<file path="config.mk">
export PLATFORM = sky130hd
export DESIGN_NAME = manchester_tx_arbiter_flat
export DESIGN_NICKNAME = d
export VERILOG_FILES = /design/src/rtl/manchester_tx_arbiter_if.sv /design/src/rtl/manchester_tx_arbiter.sv /design/src/flat_wrapper.sv
export SDC_FILE = /design/constraint.sdc
export NUM_CORES = 1
export LEC_CHECK = 0
export ABC_AREA = 1
export BUFFER_PORTS_ARGS = -buffer_cell sky130_fd_sc_hd__buf_2
export CAP_MARGIN = 30
export CORE_MARGIN = 5
export CORE_UTILIZATION = 55
export CTS_BUF_LIST = sky130_fd_sc_hd__clkbuf_16
export CTS_CLUSTER_SIZE = 16
export DETAILED_ROUTE_END_ITERATION = 6
export PLACE_DENSITY = 0.77
export SYNTH_ARGS = -nofsm -noshare
export SYNTH_HDL_FRONTEND = slang
export SYNTH_SLANG_ARGS = --single-unit
</file>
<file path="constraint.sdc">
create_clock -name clk -period 2.1 [get_ports clk]
set_input_delay 0.42 -clock clk [delete_from_list [all_inputs] [get_ports clk]]
set_output_delay 0.42 -clock clk [all_outputs]
set_load 0.01 [all_outputs]
</file>
<file path="src/rtl/manchester_tx_arbiter_if.sv">
// -----------------------------------------------------------------------------
// manchester_tx_arbiter_if
//
// Request bus between a set of byte requesters and the Manchester transmit
// arbiter. One valid/ready pair and one byte lane per requester.
//
//   req_valid [NUM_REQ-1:0]   requester i has a byte to send
//   req_data  [NUM_REQ*8-1:0] byte of requester i in bits [8i+7:8i]
//   req_ready [NUM_REQ-1:0]   requester i's byte is accepted this cycle
//
// Modports:
//   master - requester side (drives valid/data, observes ready)
//   slave  - arbiter side   (observes valid/data, drives ready)
// -----------------------------------------------------------------------------
interface manchester_tx_arbiter_if #(
  parameter int NUM_REQ = 4
);
  logic [NUM_REQ-1:0]   req_valid;
  logic [NUM_REQ*8-1:0] req_data;
  logic [NUM_REQ-1:0]   req_ready;

  modport master (
    output req_valid,
    output req_data,
    input  req_ready
  );

  modport slave (
    input  req_valid,
    input  req_data,
    output req_ready
  );
endinterface

</file>
<file path="src/rtl/manchester_tx_arbiter.sv">
// -----------------------------------------------------------------------------
// manchester_tx_arbiter
//
// Round-robin arbiter in front of a single Manchester serial transmitter.
// In IDLE one requester is granted (lowest index at or after the round-robin
// pointer), its byte is captured and sent as a frame:
//   start bit 1, requester ID (clog2(NUM_REQ) bits, MSB first),
//   8 data bits (MSB first).
// Each bit is two half-bits of HALF_BIT_CYCLES clocks: 1 = low,high and
// 0 = high,low. After the frame the line is held low for 4 half-bit times
// (GAP) before the next grant is possible.
//
// Parameters:
//   NUM_REQ         number of requesters (2..8)
//   HALF_BIT_CYCLES clocks per Manchester half-bit (>= 1)
//
// Ports:
//   clk       clock, all state changes on rising edge
//   rst       synchronous active-high reset
//   bus       request bus (slave modport): req_valid / req_data / req_ready
//   tx_out    Manchester serial line (low when idle)
//   tx_busy   high in SEND and GAP
//   grant_id  ID of the requester whose frame is in progress, 0 when idle
// -----------------------------------------------------------------------------
module manchester_tx_arbiter #(
  parameter int NUM_REQ         = 4,
  parameter int HALF_BIT_CYCLES = 4
) (
  input  logic                       clk,
  input  logic                       rst,
  manchester_tx_arbiter_if.slave     bus,
  output logic                       tx_out,
  output logic                       tx_busy,
  output logic [$clog2(NUM_REQ)-1:0] grant_id
);

  localparam int ID_W       = $clog2(NUM_REQ);
  localparam int CAND_W     = ID_W + 1;
  localparam int FRAME_BITS = 1 + ID_W + 8;
  localparam int BIT_W      = $clog2(FRAME_BITS);
  // One counter serves both the half-bit timer and the gap timer, so it is
  // sized for the longer of the two (the gap).
  localparam int CNT_W      = $clog2(4 * HALF_BIT_CYCLES);

  localparam logic [CNT_W-1:0]  HALF_LAST = CNT_W'(HALF_BIT_CYCLES - 1);
  localparam logic [CNT_W-1:0]  GAP_LAST  = CNT_W'(4 * HALF_BIT_CYCLES - 1);
  localparam logic [BIT_W-1:0]  BIT_LAST  = BIT_W'(FRAME_BITS - 1);
  localparam logic [ID_W-1:0]   ID_LAST   = ID_W'(NUM_REQ - 1);
  localparam logic [CAND_W-1:0] NUM_REQ_C = CAND_W'(NUM_REQ);

  typedef enum logic [1:0] {
    IDLE = 2'd0,
    SEND = 2'd1,
    GAP  = 2'd2
  } state_t;

  // ---------------------------------------------------------------------------
  // State
  // ---------------------------------------------------------------------------
  state_t                  state_q, state_d;
  logic [FRAME_BITS-1:0]   shift_q, shift_d;   // MSB is the bit on the line
  logic [BIT_W-1:0]        bit_cnt_q, bit_cnt_d;
  logic                    half_q, half_d;     // 0 = first half, 1 = second
  logic [CNT_W-1:0]        cnt_q, cnt_d;
  logic [ID_W-1:0]         ptr_q, ptr_d;
  logic [ID_W-1:0]         grant_q, grant_d;

  // ---------------------------------------------------------------------------
  // Per-requester byte lanes
  // ---------------------------------------------------------------------------
  logic [7:0] data_arr [NUM_REQ];

  for (genvar gi = 0; gi < NUM_REQ; gi++) begin : g_lane
    assign data_arr[gi] = bus.req_data[8*gi +: 8];
  end

  // ---------------------------------------------------------------------------
  // Round-robin selection
  // Candidates are visited from the farthest offset down to offset 0, so the
  // last hit is the one closest to the pointer.
  // ---------------------------------------------------------------------------
  logic              any_valid;
  logic [ID_W-1:0]   winner;
  logic [CAND_W-1:0] cand;

  always_comb begin
    any_valid = 1'b0;
    winner    = '0;
    cand      = '0;
    for (int k = NUM_REQ - 1; k >= 0; k--) begin
      cand = {1'b0, ptr_q} + CAND_W'(k);
      if (cand >= NUM_REQ_C) begin
        cand = cand - NUM_REQ_C;
      end
      if (bus.req_valid[cand[ID_W-1:0]]) begin
        any_valid = 1'b1;
        winner    = cand[ID_W-1:0];
      end
    end
  end

  // A grant is only offered in IDLE and never while reset is asserted, so a
  // requester cannot hand over a byte that reset would immediately discard.
  logic handshake;
  assign handshake = (state_q == IDLE) && any_valid && !rst;

  logic [NUM_REQ-1:0] ready_c;

  always_comb begin
    ready_c = '0;
    if (handshake) begin
      ready_c[winner] = 1'b1;
    end
  end

  assign bus.req_ready = ready_c;

  // ---------------------------------------------------------------------------
  // Next-state logic
  // ---------------------------------------------------------------------------
  always_comb begin
    state_d   = state_q;
    shift_d   = shift_q;
    bit_cnt_d = bit_cnt_q;
    half_d    = half_q;
    cnt_d     = cnt_q;
    ptr_d     = ptr_q;
    grant_d   = grant_q;

    case (state_q)
      IDLE: begin
        if (handshake) begin
          state_d   = SEND;
          shift_d   = {1'b1, winner, data_arr[winner]};
          bit_cnt_d = '0;
          half_d    = 1'b0;
          cnt_d     = '0;
          ptr_d     = (winner == ID_LAST) ? '0 : winner + 1'b1;
          grant_d   = winner;
        end
      end

      SEND: begin
        if (cnt_q == HALF_LAST) begin
          cnt_d = '0;
          if (!half_q) begin
            half_d = 1'b1;
          end else begin
            half_d = 1'b0;
            if (bit_cnt_q == BIT_LAST) begin
              state_d   = GAP;
              bit_cnt_d = '0;
            end else begin
              bit_cnt_d = bit_cnt_q + 1'b1;
              shift_d   = {shift_q[FRAME_BITS-2:0], 1'b0};
            end
          end
        end else begin
          cnt_d = cnt_q + 1'b1;
        end
      end

      GAP: begin
        if (cnt_q == GAP_LAST) begin
          state_d = IDLE;
          cnt_d   = '0;
          grant_d = '0;
        end else begin
          cnt_d = cnt_q + 1'b1;
        end
      end

      default: begin
        state_d = IDLE;
      end
    endcase
  end

  // ---------------------------------------------------------------------------
  // State register
  // ---------------------------------------------------------------------------
  always_ff @(posedge clk) begin
    if (rst) begin
      state_q   <= IDLE;
      shift_q   <= '0;
      bit_cnt_q <= '0;
      half_q    <= 1'b0;
      cnt_q     <= '0;
      ptr_q     <= '0;
      grant_q   <= '0;
    end else begin
      state_q   <= state_d;
      shift_q   <= shift_d;
      bit_cnt_q <= bit_cnt_d;
      half_q    <= half_d;
      cnt_q     <= cnt_d;
      ptr_q     <= ptr_d;
      grant_q   <= grant_d;
    end
  end

  // ---------------------------------------------------------------------------
  // Outputs
  // The line is decoded purely from registered state, so it only moves at
  // half-bit boundaries and drops to 0 the cycle after SEND is left.
  // ---------------------------------------------------------------------------
  logic cur_bit;
  assign cur_bit  = shift_q[FRAME_BITS-1];
  assign tx_out   = (state_q == SEND) && (half_q ? cur_bit : !cur_bit);
  assign tx_busy  = (state_q != IDLE);
  assign grant_id = grant_q;

endmodule

</file>
<file path="src/flat_wrapper.sv">
// flat-port wrapper written by rule: the top's interface ports become plain ports
module manchester_tx_arbiter_flat 
#(
  parameter int NUM_REQ         = 4,
  parameter int HALF_BIT_CYCLES = 4
)
  (clk, rst, tx_out, tx_busy, grant_id, bus_req_valid, bus_req_data, bus_req_ready);
  manchester_tx_arbiter_if #(.NUM_REQ(NUM_REQ)) bus_i ();
  input  logic clk;
  input  logic rst;
  output logic tx_out;
  output logic tx_busy;
  output logic [$clog2(NUM_REQ)-1:0] grant_id;
  input wire logic [$bits(bus_i.req_valid)-1:0] bus_req_valid;
  input wire logic [$bits(bus_i.req_data)-1:0] bus_req_data;
  output wire logic [$bits(bus_i.req_ready)-1:0] bus_req_ready;
  assign bus_i.req_valid = bus_req_valid;
  assign bus_i.req_data = bus_req_data;
  assign bus_req_ready = bus_i.req_ready;
  manchester_tx_arbiter #(.NUM_REQ(NUM_REQ), .HALF_BIT_CYCLES(HALF_BIT_CYCLES)) u_core (.clk(clk), .rst(rst), .bus(bus_i), .tx_out(tx_out), .tx_busy(tx_busy), .grant_id(grant_id));
endmodule
</file>
==> qor.csv <==
metric,value,unit
total power,5.87,mW
"top cells by count, synth","nand2_1 (82), nand3_1 (54), inv_1 (46), dfxtp_1 (26), nor2_1 (25)",
total gr overflow,0,
Max H-tree Level,1,
row cnt,22,
clock latency on the worst-skew pair,0.26,ns
Post-layout nets,464,
Syn Nets,390,
ant diodes,0,
top-count cell post-synth,nand2_1,
final max-slew violation count,0,
max cap viols,0,
ys async rst share,0,%
Worst Setup End Kind,output port,
Die Width,72.8,um
drt wl/cell,13.3,um
Fin. Hold Viols,0,
Max Fclk,427,MHz
Critical Path RT,1.68,ns
vias post-DR,2373,
layout cell share with drive strength beyond 1,40.8,%
sum of negative setup slack,-0.963,ns
first drt pass iteration count,4,
Worst Max-Slew Pin Slew,0.336,ns
Peak supply drop,1.23,mV
failing checks,negative setup slack,
area share of the largest cell type after synthesis,24.0,%
Slew headroom,77.6,%
Seq cells post-synth,26,
first-pass GRT wire length,9.48,mm
Post-Layout Cell Count,462,
cell taking the most area after synthesis,dfxtp_1,
die area,5300,um2
Yosys cell types,32,
final setup margin,-0.240,ns
final hold slack,0.459,ns
area of the core,3740,um2
min-delay worst type,in -> reg,
# clock sinks,26,
synth top area cells,"dfxtp_1 (24%), nand2_1 (14%), nand3_1 (12%), inv_1 (8.0%), ha_1 (6.3%)",
post-DP HPWL,3.82,mm
startpoint types,flip-flop,
worst-path maximum fanout,8,
root buffer cell,clkbuf_16,
setup repair after global routing missed its margin,true,
Post-Place Cells,441,
critical path class,reg -> out,
GR Util All Layers,21.9,%
"Top FF cell, synth",dfxtp_1,
P_leak,1.51,nW
skew final,0.00250,ns
min Tclk post-route,2.34,ns
via/cell ratio,5.14,
IO Count,46,
vias in the first global route,2262,
final setup violation count,7,
P&R area growth vs syn,36.7,%
number of flops mapped to enable cells by yosys,0,
Syn Area/Cell,6.36,um2
run status,"complete, but fails checks",
CTS Buf Count,3,
Port Buffer Count,45,
die outline height,72.8,um
cells after synthesis,341,
worst-case clock buffer depth,2,
fin crit share,111,%
Routed WL,6.13,mm
synthesized area,2170,um2
crit path DAT,1.92,ns
Power Density,1980,nW/um2
initial antenna violation count,0,
CTS tree,built,
routability congestion estimate from global placement,0.868,
synth warn,0,
Initial Util,58.0,%
Iteration-0 DRC Markers,173,
largest net degree at the start of global routing,18,
clk slew on worst S/H paths,0.06,ns
Routed Antenna Nets,0,
DRC,0,
part of the Yosys area used for sequential elements,24.0,%
## repair_timing
| action | CTS | global route |
|---|---|---|
| hold buffers | 0 | 0 |
| endpoints found under the setup margin | 4 | 18 |
| pin swaps | 15 | 9 |
| buffers inserted | 11 | 8 |
| gates resized for setup | 34 | 29 |
## layer usage
| layer | GRT usage, % | up-vias | share of wire, % |
|---|---|---|---|
| li1 | - | 1226 | - |
| met1 | 26.3 | 1047 | 41 |
| met2 | 39.9 | 82 | 50 |
| met3 | 2.89 | 18 | 6.8 |
| met4 | 7.17 | 0 | 2.4 |
| met5 | 0 | - | 0 |
## final timing paths
path	from	end	slack, ns	depth (start not counted)
max reg2reg	u_core.ptr_q[0]	u_core.shift_q[2]	-0.02	16
max	u_core.ptr_q[0]	bus_req_ready[1]	-0.24	12
min reg2reg	u_core.grant_id[1]	u_core.grant_id[1]	0.46	2
min	rst	u_core.shift_q[0]	0.46	2
## where the power goes
group,internal [mW],switching [mW]
clock,0.379,0.171
sequential,0.703,0.170
combinational,1.81,2.64
## logic make-up after synthesis
group / after synthesis / share of synthesized area, %
flops: 26 / 24.0
compound gates: 41 / 11.9
simple gates: 199 / 44.1
fa+ha+maj: 11 / 6.34
buf+inv: 64 / 13.7
## per-stage QoR
| stage | utilization [%] | worst slack (ns) | instance area, um2 |
|---|---|---|---|
| after floorplan | - | 0.00412 | 2170 |
| after global placement | 67.3 | -0.0401 | 2520 |
| after detailed placement | 67.3 | -0.0940 | 2520 |
| after CTS | 74.9 | -0.130 | 2810 |
| after global routing | 79.2 | -0.346 | 2970 |
| final | 79.2 | -0.240 | 2970 |
## worst max-delay path, stage by stage, from the launching register on
cell and delay [ns]:
dfxtp_4 0.47, nand2_2 0.10, nand2_1 0.11, inv_2 0.06, a21oi_4 0.15, inv_2 0.09, nand3_4 0.11, nand2_8 0.08
inv_6 0.07, ha_2 0.16, inv_1 0.04, nor2_1 0.08, buf_2 0.14
## registers in the layout (all words and copies together) (netlist names)
name and count:
u_core.half_q 1, u_core.ptr_q 2, u_core.state_q 2, u_core.grant_id 2, u_core.cnt_q 4, u_core.bit_cnt_q 4
u_core.shift_q 11
## final cells by class
class                      count  area, um2
fill                         277        777
clock buffer                   3       75.1
clock inverter                 1       30.0
sequential                    26        526
inverter                      54        223
timing repair buffer          79        497
multi-input combinational    251       1560
tap                           48       60.1
## placed cells by master (no fill, tap or decap), types with 3 or more instances in the layout
| cell | n |
|---|---|
| nand3_1 | 46 |
| nand2_2 | 23 |
| inv_1 | 42 |
| a21oi_1 | 17 |
| a21oi_2 | 7 |
| nand3_2 | 8 |
| nand2_1 | 66 |
| clkinv_1 | 3 |
| nand2_4 | 15 |
| ha_1 | 8 |
| buf_2 | 45 |
| buf_4 | 32 |
| clkbuf_16 | 3 |
| o21ai_0 | 8 |
| dfxtp_1 | 24 |
| inv_2 | 6 |
| nor2_2 | 8 |
| o21ai_2 | 3 |
| nor2_1 | 25 |
No activity file was read; power rests on OpenSTA's default activity.
